### config.mk
export PLATFORM = sky130hd
export DESIGN_NAME = alu_md_stage
export DESIGN_NICKNAME = d
export VERILOG_FILES = /design/src/rtl/alu_md_stage.sv
export SDC_FILE = /design/constraint.sdc
export NUM_CORES = 1
export LEC_CHECK = 0
export CAP_MARGIN = 15
export CORE_MARGIN = 4
export CORE_UTILIZATION = 29
export CTS_CLUSTER_SIZE = 30
export DETAILED_ROUTE_END_ITERATION = 12
export SLEW_MARGIN = 0
export SYNTH_ARGS = -nofsm -noshare
export SYNTH_HDL_FRONTEND = slang
export SYNTH_SLANG_ARGS = --single-unit
### constraint.sdc
create_clock -name clk -period 7.5 [get_ports clk]
set_input_delay 1.5 -clock clk [delete_from_list [all_inputs] [get_ports clk]]
set_output_delay 1.5 -clock clk [all_outputs]
set_load 0.01 [all_outputs]
### src/rtl/alu_md_stage.sv
// rtl/alu_md_stage.sv - single-cycle ALU with optional iterative divider (ALU_MD_STAGE_DIV_EN)
module alu_md_stage #(
    parameter int XLEN  = 32,
    parameter int TAG_W = 8
) (
    input  logic             clk,
    input  logic             clr,
    input  logic             in_valid,
    output logic             in_ready,
    input  logic [3:0]       op,
    input  logic [XLEN-1:0]  a,
    input  logic [XLEN-1:0]  b,
    input  logic [TAG_W-1:0] tag_in,
    output logic             out_valid,
    input  logic             out_ready,
    output logic [XLEN-1:0]  result,
    output logic [2:0]       cmp,
    output logic [TAG_W-1:0] tag_out,
    output logic             err,
    output logic             busy
);
    localparam int SH_W = $clog2(XLEN);

    logic            out_free;
    logic            accept;
    logic            idle;
    logic            start_div;
    logic            sc_err;
    logic [XLEN-1:0] sc_result;
    logic [2:0]      cmp_c;
    logic [SH_W-1:0] shamt;

    assign out_free = ~out_valid | out_ready;
    assign in_ready = idle & out_free;
    assign accept   = in_valid & in_ready;
    assign cmp_c    = {a == b, $signed(a) < $signed(b), a < b};
    assign shamt    = b[SH_W-1:0];

`ifdef ALU_MD_STAGE_DIV_EN
    localparam logic [XLEN-1:0] MIN_NEG = {1'b1, {(XLEN-1){1'b0}}};

    typedef enum logic [1:0] {S_IDLE, S_DIV, S_FIX} state_t;
    state_t state;

    logic [XLEN-1:0]  rem_q;
    logic [XLEN-1:0]  quot_q;
    logic [XLEN-1:0]  dvs_q;
    logic [SH_W-1:0]  cnt;
    logic             neg_q;
    logic             neg_r;
    logic             is_rem;
    logic             fix_done;
    logic [2:0]       cmp_p;
    logic [TAG_W-1:0] tag_p;
    logic [XLEN-1:0]  a_mag;
    logic [XLEN-1:0]  b_mag;
    logic [XLEN:0]    shifted;
    logic [XLEN:0]    diff;

    // op[0] set means the unsigned variant, so signed magnitudes only when it is clear
    assign a_mag   = (~op[0] & a[XLEN-1]) ? -a : a;
    assign b_mag   = (~op[0] & b[XLEN-1]) ? -b : b;
    assign shifted = {rem_q, quot_q[XLEN-1]};
    assign diff    = shifted - {1'b0, dvs_q};
    assign idle    = (state == S_IDLE);
    assign busy    = (state != S_IDLE);
`else
    assign idle    = 1'b1;
    assign busy    = 1'b0;
`endif

    always_comb begin
        sc_result = '0;
        sc_err    = 1'b0;
        start_div = 1'b0;
        case (op)
            4'd0:  sc_result = a + b;
            4'd1:  sc_result = a - b;
            4'd2:  sc_result = a << shamt;
            4'd3:  sc_result = {{(XLEN-1){1'b0}}, cmp_c[1]};
            4'd4:  sc_result = {{(XLEN-1){1'b0}}, cmp_c[0]};
            4'd5:  sc_result = a ^ b;
            4'd6:  sc_result = a >> shamt;
            4'd7:  sc_result = $unsigned($signed(a) >>> shamt);
            4'd8:  sc_result = a | b;
            4'd9:  sc_result = a & b;
            4'd10, 4'd11, 4'd12, 4'd13: begin
`ifdef ALU_MD_STAGE_DIV_EN
                // op[2] selects remainder; corner cases bypass the iterative path
                if (b == '0)
                    sc_result = op[2] ? a : '1;
                else if (~op[0] && a == MIN_NEG && b == '1)
                    sc_result = op[2] ? '0 : a;
                else
                    start_div = 1'b1;
`else
                sc_err = 1'b1;
`endif
            end
            default: sc_err = 1'b1;
        endcase
    end

    always_ff @(posedge clk) begin
        if (clr) begin
            out_valid <= 1'b0;
            result    <= '0;
            cmp       <= '0;
            tag_out   <= '0;
            err       <= 1'b0;
`ifdef ALU_MD_STAGE_DIV_EN
            state     <= S_IDLE;
            cnt       <= '0;
            fix_done  <= 1'b0;
`endif
        end else begin
            if (out_valid && out_ready)
                out_valid <= 1'b0;
            if (accept && !start_div) begin
                out_valid <= 1'b1;
                result    <= sc_result;
                cmp       <= cmp_c;
                tag_out   <= tag_in;
                err       <= sc_err;
            end
`ifdef ALU_MD_STAGE_DIV_EN
            case (state)
                S_IDLE: begin
                    if (accept && start_div) begin
                        state  <= S_DIV;
                        cnt    <= '0;
                        rem_q  <= '0;
                        quot_q <= a_mag;
                        dvs_q  <= b_mag;
                        neg_q  <= ~op[0] & (a[XLEN-1] ^ b[XLEN-1]);
                        neg_r  <= ~op[0] & a[XLEN-1];
                        is_rem <= op[2];
                        cmp_p  <= cmp_c;
                        tag_p  <= tag_in;
                    end
                end
                S_DIV: begin
                    // restoring step: a borrow out of diff means the trial subtract failed
                    if (!diff[XLEN]) begin
                        rem_q  <= diff[XLEN-1:0];
                        quot_q <= {quot_q[XLEN-2:0], 1'b1};
                    end else begin
                        rem_q  <= shifted[XLEN-1:0];
                        quot_q <= {quot_q[XLEN-2:0], 1'b0};
                    end
                    cnt <= cnt + 1'b1;
                    if (cnt == SH_W'(XLEN-1)) begin
                        state    <= S_FIX;
                        fix_done <= 1'b0;
                    end
                end
                S_FIX: begin
                    if (!fix_done) begin
                        quot_q   <= neg_q ? -quot_q : quot_q;
                        rem_q    <= neg_r ? -rem_q : rem_q;
                        fix_done <= 1'b1;
                    end else if (out_free) begin
                        out_valid <= 1'b1;
                        result    <= is_rem ? rem_q : quot_q;
                        cmp       <= cmp_p;
                        tag_out   <= tag_p;
                        err       <= 1'b0;
                        state     <= S_IDLE;
                    end
                end
                default: state <= S_IDLE;
            endcase
`endif
        end
    end
endmodule
==> metrics.csv, run 1 <==
metric,value,unit
Clock Latency Late Sink,0.31,ns
Clock Skew,0.0169,ns
CTS Buf Count,5,
CP max FO,63,
Final Hold Fails,0,
CTS Hold Bufs,0,
FF-to-FF path depth,10,
fin crit period,5.26,ns
Synthesized Nets,1642,
DP Wirelength,39.4,mm
CP Cell Sequence,buf_4 > inv_2 > ha_1 > a21oi_1 > o21ai_0 > a31oi_1 > a21oi_1 > o2111ai_1 > a211oi_1 > o21ai_0 > a22o_1 > a22oi_1,
share of layout cells above drive strength 1,8.62,%
largest net degree at the start of global routing,65,
wire per inst,25.5,µm
Sink Count,45,
fill cell count,3793,
antenna-violating nets left,0,
Syn Inst Count,1463,
clock tree buffer depth,2,
WP data required,7.73,ns
RSZ-0062 raised after global routing,no,
setup_tns,0,ns
Seq pwr share,18.8,%
gpl congestion,1.01,
reg-to-reg startpoint,out_valid,
final WL,50.1,mm
Post-CTS Setup Bufs,0,
status,"finished, final reports clean",
max cap viols,0,
Port Buffer Count,125,
Min-Delay Endpoint,result[3],
antenna violations before repair,1,
Area growth syn-to-layout,16.3,%
setup violators final,0,
Worst path max stage delay,0.66,ns
Root Driver,clkbuf_16,
total gr overflow,0,
final period utilization,70.1,%
number of global-route vias before repair,11400,
Ports,127,
R2R setup slack,4.40,ns
die width,197,µm
Synth Register Bits,45,
"FFs w/ async S/R, synth",0,%
Hold Crit Class,reg -> reg,
Sw Ratio,45.9,%
Rows,68,
Pre-antenna DRT Iters,5,
Finished Core Util,34.5,%
TritonCTS clock tree,done,
Pins Over Slew Limit,0,
H-tree depth,2,
hold depth,2,
DIE HEIGHT,197,µm
"Reg clk slew, reported paths",0.08,ns
peak supply drop,0.0926,mV
"Slowest-stage cell, CP",a21oi_1,
top-area cell type share of the netlist area,11.7,%
"top cells by area, synth","ha_1 12%, dfxtp_1 8.7%, mux4_2 7.6%",
CP Launch Type,primary input,
Yosys warnings,0,
worst slew pin tran,0.965,ns
Layout Nets,1686,
worst setup margin,2.24,ns
number of synthesized flops with an enable pin,0,
slew margin rel.,35.4,%
Mapped Area,10400,µm²
Worst Hold Launch,result[3],
DR vias/cell,6.19,
"Seq/Total Area, Yosys",8.70,%
syn_area_per_cell,7.08,µm²
Psw,633,µW
number of remaining DRC errors,0,
Core ar.,34900,µm²
dpl ws,2.07,ns
WS Path Type,in -> reg,
dominant synthesized flop cell,dfxtp_1,
Starting Density,29.7,%
Pwr per Cell Area,115,nW/µm²
first-pass GRT wire length,74.3,mm
Iter 0 DRT Violations,1638,
most common cell in the synthesized netlist,nand2_1,
global-route usage over all layers,24.6,%
Power Total,1380,µW
Clk pwr share,22.6,%
die area,38800,µm²
worst r2r dst,result[18],
largest area contributor in the netlist,ha_1,
Via Count,12200,
CP Data Arrival Time,5.49,ns
Gate power share,58.6,%
Leak,0.00480,µW
Worst setup EP type,flip-flop,
PostCTS Resize Cnt,0,
"Distinct cells, synth",86,
Int Pwr,747,µW
fmax,190,MHz
most instantiated cells after synthesis,"163 x nand2_1, 135 x a21oi_1, 122 x o21ai_0",
==> logic make-up (layout without fill, tap and decap cells) <==
group                      Yosys count  after routing  share of synthesized area [%]
AOI/OAI and AO/OA                  518            518                           32.8
xor gates and xnor gates            19             19                           1.61
adders and majority gates           99             99                           12.1
buffers and inverters              221            266                           8.82
DFF                                 45             45                           8.70
muxes                              121            121                           16.3
other                                1              2                         0.0362
and+or+nand+nor                    439            439                           19.6
==> cell type report <==
| cell class | count | area (µm²) | share of cell area, % |
|---|---|---|---|
| multi-input cells | 1197 | 8550 | 71.0 |
| repair buffers | 152 | 1430 | 11.8 |
| flip-flops and latches | 45 | 901 | 7.48 |
| well taps | 455 | 569 | 4.73 |
| inverters | 106 | 398 | 3.31 |
| clock buffers | 5 | 125 | 1.04 |
| clock inverters | 3 | 68.8 | 0.572 |
| diodes | 1 | 2.50 | 0.0208 |
==> routing by layer <==
| layer | track usage, % | wire, µm | up-vias |
|---|---|---|---|
| li1 | - | - | 5494 |
| met1 | 35.0 | 21500 | 5860 |
| met2 | 39.0 | 22200 | 703 |
| met3 | 3.88 | 4870 | 96 |
| met4 | 6.34 | 1500 | 0 |
| met5 | 0 | 0 | - |
==> cell usage in the layout, fill, tap and decap left out, types with 5 or more instances in the layout <==
master	count
nand2_1	163
a21oi_1	135
o21ai_0	122
nor2_1	120
clkdlybuf4s50_1	119
inv_1	102
ha_1	97
mux2i_1	60
dfxtp_1	45
a211oi_1	38
mux4_2	35
nor3_1	31
buf_4	28
nand3_1	26
o211ai_1	26
mux2_2	24
a22oi_1	20
xnor2_1	19
o22ai_1	17
a21o_1	16
a221oi_1	16
and2_1	15
nor4_1	14
a31oi_1	14
nor2b_1	13
o221ai_1	11
nand2b_1	9
o21bai_1	9
or3_1	9
a22o_1	9
and3_1	8
o31ai_1	8
a211o_1	7
a221o_1	7
or2_2	6
a2111oi_0	6
a311oi_1	5
clkbuf_16	5
buf_2	5
==> per-stage QoR <==
step,instance area [µm²],std cells,hold WS (ns)
after floorplan,10400,1463,0.467
after global placement,11800,1955,0.433
after detailed placement,11800,1955,0.438
after CTS,12000,1963,0.448
after global routing,12000,1963,0.481
final,12000,1964,0.445
==> sequential cells by signal (all words and copies together), names as in the netlist <==
signal and count:
result 32, tag_out 8, cmp 3, err 1, out_valid 1
==> worst max-delay path by stage <==
stage	slack [ns]	startpoint	endpoint	cells after the start
after floorplan	2.47	b[2]	result[30]	16
after global placement	2.13	b[1]	result[31]	12
after detailed placement	2.07	b[1]	result[31]	12
after CTS	2.39	b[1]	result[31]	12
after global routing	2.12	b[1]	result[31]	12
final	2.24	b[1]	result[31]	12
==> worst max-delay path, delay by kind of cell <==
family	cells	cell delay (ns)
AO/OA/AOI/OAI	9	2.69
buffers and inverters	2	0.87
adder cells (fa/ha/maj)	1	0.43
==> power groups by stage <==
stage	sequential (µW)	combinational, µW	clock, µW
detailed placement	265	785	0
floorplan	268	494	0
global placement	265	785	0
CTS	260	788	315
finish	260	809	311
global route	261	864	324
No activity file was read; power rests on OpenSTA's default activity.
==> run 2, diff against run 1 <==
==> constraint.sdc (replaced) <==
create_clock -name clk -period 5.3 [get_ports clk]
set_input_delay 1.06 -clock clk [delete_from_list [all_inputs] [get_ports clk]]
set_output_delay 1.06 -clock clk [all_outputs]
set_load 0.01 [all_outputs]
==> metrics.csv, run 2 (synthesis results as in run 1) <==
metric,value,unit,change
clock tree buffer depth,2,,unchanged
setup violators final,0,,unchanged
fill cell count,3787,,was 3793
CP max FO,6,,was 63
"most common cell after layout, fill and taps aside",nand2_1,,unchanged
Seq pwr share,18.4,%,was 18.8%
Final Cell Area,12500,µm²,was 12000 µm²
"Slowest-stage cell, CP",clkdlybuf4s50_1,,was a21oi_1
antenna-violating nets left,0,,unchanged
TritonCTS clock tree,done,,unchanged
Setup crit start,a[0],,was b[1]
Iter 0 DRT Violations,1702,,was 1638
routed length on met1,22.2,mm,was 21.5 mm
hold depth,2,,unchanged
Hold Crit Class,reg -> reg,,unchanged
biggest registers after layout,"result (32), tag_out (8), cmp (3)",,unchanged
Clock Latency Late Sink,0.31,ns,about the same
Psw,907,µW,was 633 µW
reg-to-reg startpoint,out_valid,,unchanged
Root Driver,clkbuf_16,,unchanged
total gr overflow,0,,unchanged
Core ar.,34900,µm²,unchanged
fin crit period,4.54,ns,
number of remaining DRC errors,0,,unchanged
FF-to-FF path depth,8,,was 10
Layout Nets,1735,,was 1686
DR vias/cell,6.16,,was 6.19
Ports,127,,unchanged
Worst path max stage delay,0.53,ns,was 0.66 ns
most frequent cells in the layout,"163 x nand2_1, 135 x a21oi_1, 122 x o21ai_0",,unchanged
Leak,0.00506,µW,was 0.00480 µW
RSZ-0062 raised after global routing,no,,unchanged
global-route usage over all layers,25.2,%,was 24.6%
status,"finished, final reports clean",,unchanged
die area,38800,µm²,unchanged
Clk pwr share,21.7,%,was 22.6%
CP Launch Type,primary input,,unchanged
Pwr per Cell Area,160,nW/µm²,was 115 nW/µm²
slew margin rel.,45.8,%,was 35.4%
worst slew pin tran,0.792,ns,was 0.965 ns
fmax,220,MHz,
Area growth syn-to-layout,20.3,%,was 16.3%
Worst Hold Launch,result[3],,unchanged
Sink Count,45,,unchanged
PostCTS Resize Cnt,0,,unchanged
max reg flops,32,,unchanged
CP Cell Sequence,clkdlybuf4s50_1 > inv_1 > ha_1 > inv_1 > fa_1 > nor2b_1 > o21ai_1 > a311oi_2 > a211oi_2 > o31ai_4 > a311oi_2 > o21bai_1 > a2111oi_0 > a211oi_1,,was buf_4 > inv_2 > ha_1 > a21oi_1 > o21ai_0 > a31oi_1 > a21oi_1 > o2111ai_1 > a211oi_1 > o21ai_0 > a22o_1 > a22oi_1
hold slack,0.443,ns,was 0.445 ns
wire per inst,25.5,µm,about the same
first-pass GRT wire length,75.2,mm,was 74.3 mm
Clock Skew,0.0164,ns,was 0.0169 ns
die width,197,µm,unchanged
Rows,68,,unchanged
H-tree depth,2,,unchanged
CP Data Arrival Time,4.73,ns,was 5.49 ns
"Reg clk slew, reported paths",0.08,ns,about the same
DIE HEIGHT,197,µm,unchanged
final WL,51.4,mm,was 50.1 mm
Min-Delay Endpoint,result[3],,unchanged
Final Hold Fails,0,,unchanged
peak supply drop,0.190,mV,was 0.0926 mV
Pre-antenna DRT Iters,6,,was 5
register with the most flip-flops,result,,unchanged
Gate power share,59.9,%,was 58.6%
Int Pwr,1090,µW,was 747 µW
Worst setup EP type,flip-flop,,unchanged
Pins Over Slew Limit,0,,unchanged
Sw Ratio,45.5,%,was 45.9%
Post-DP Area,12300,µm²,was 11800 µm²
Via Count,12400,,was 12.2k
number of global-route vias before repair,11500,,was 11.4k
WP data required,5.49,ns,was 7.73 ns
final std cells w/o fill,2013,,was 1964
final period utilization,85.7,%,
CTS Hold Bufs,0,,unchanged
Starting Density,29.7,%,unchanged
largest net degree at the start of global routing,79,,was 65
gpl congestion,1.03,,was 1.01
WS Path Type,in -> reg,,unchanged
met2 WL,22.4,mm,was 22.2 mm
R2R setup slack,2.70,ns,was 4.40 ns
CTS Buf Count,5,,unchanged
worst r2r dst,result[30],,was result[18]
placed cells,2004,,was 1955
share of layout cells above drive strength 1,11.5,%,was 8.62%
max cap viols,0,,unchanged
Post-CTS Setup Bufs,0,,unchanged
antenna violations before repair,1,,unchanged
Top Metal Used,met5,,was met4
Finished Core Util,35.7,%,was 34.5%
DP Wirelength,41.5,mm,was 39.4 mm
met3 wire length,5.53,mm,was 4.87 mm
setup_tns,0,ns,unchanged
Port Buffer Count,125,,unchanged
run 2: area by class of cell:
class / instances / area [µm²] / share of cell area (%)
well taps: 455 / 569 / 4.57
multi-input cells: 1197 / 8550 / 68.6
flip-flops and latches: 45 / 901 / 7.23
diodes: 1 / 2.50 / 0.0201
repair buffers: 201 / 1840 / 14.8
clock buffers: 5 / 125 / 1.00
inverters: 106 / 398 / 3.19
clock inverters: 3 / 68.8 / 0.552
run 2: critical path, delay by kind of cell:
family | cells | cell delay [ns]
buffers and inverters | 3 | 0.72
adders and majority gates | 2 | 0.56
AOI/OAI and AO/OA | 8 | 2.20
and+or+nand+nor | 1 | 0.17
run 2: routing by layer:
metal  vias to the layer above  GRT usage (%)
li1                       5583              -
met1                      5971           36.3
met2                       757           39.2
met3                        97           4.36
met4                         2           6.24
met5                         -              0
run 2: how the worst max path moves through the flow:
stage | endpoint | cells past startpoint | slack [ns]
floorplan | result[30] | 16 | 0.71
global placement | result[30] | 12 | 0.54
detailed placement | result[30] | 11 | 0.54
CTS | result[30] | 14 | 0.84
global route | result[25] | 13 | 0.62
finish | result[24] | 14 | 0.76
run 2: stage by stage:
step,setup WS (ns),total power (µW)
global placement,0.542,1540
floorplan,0.706,1080
global route,0.620,2090
detailed placement,0.536,1530
CTS,0.838,1970
finish,0.758,1990
run 2: power by group through the flow:
stage | Combinational (µW) | Sequential (µW) | Clock [µW]
after floorplan | 699 | 380 | 0
after global placement | 1160 | 375 | 0
after detailed placement | 1150 | 376 | 0
after CTS | 1160 | 368 | 444
after global routing | 1270 | 370 | 450
final | 1190 | 367 | 433
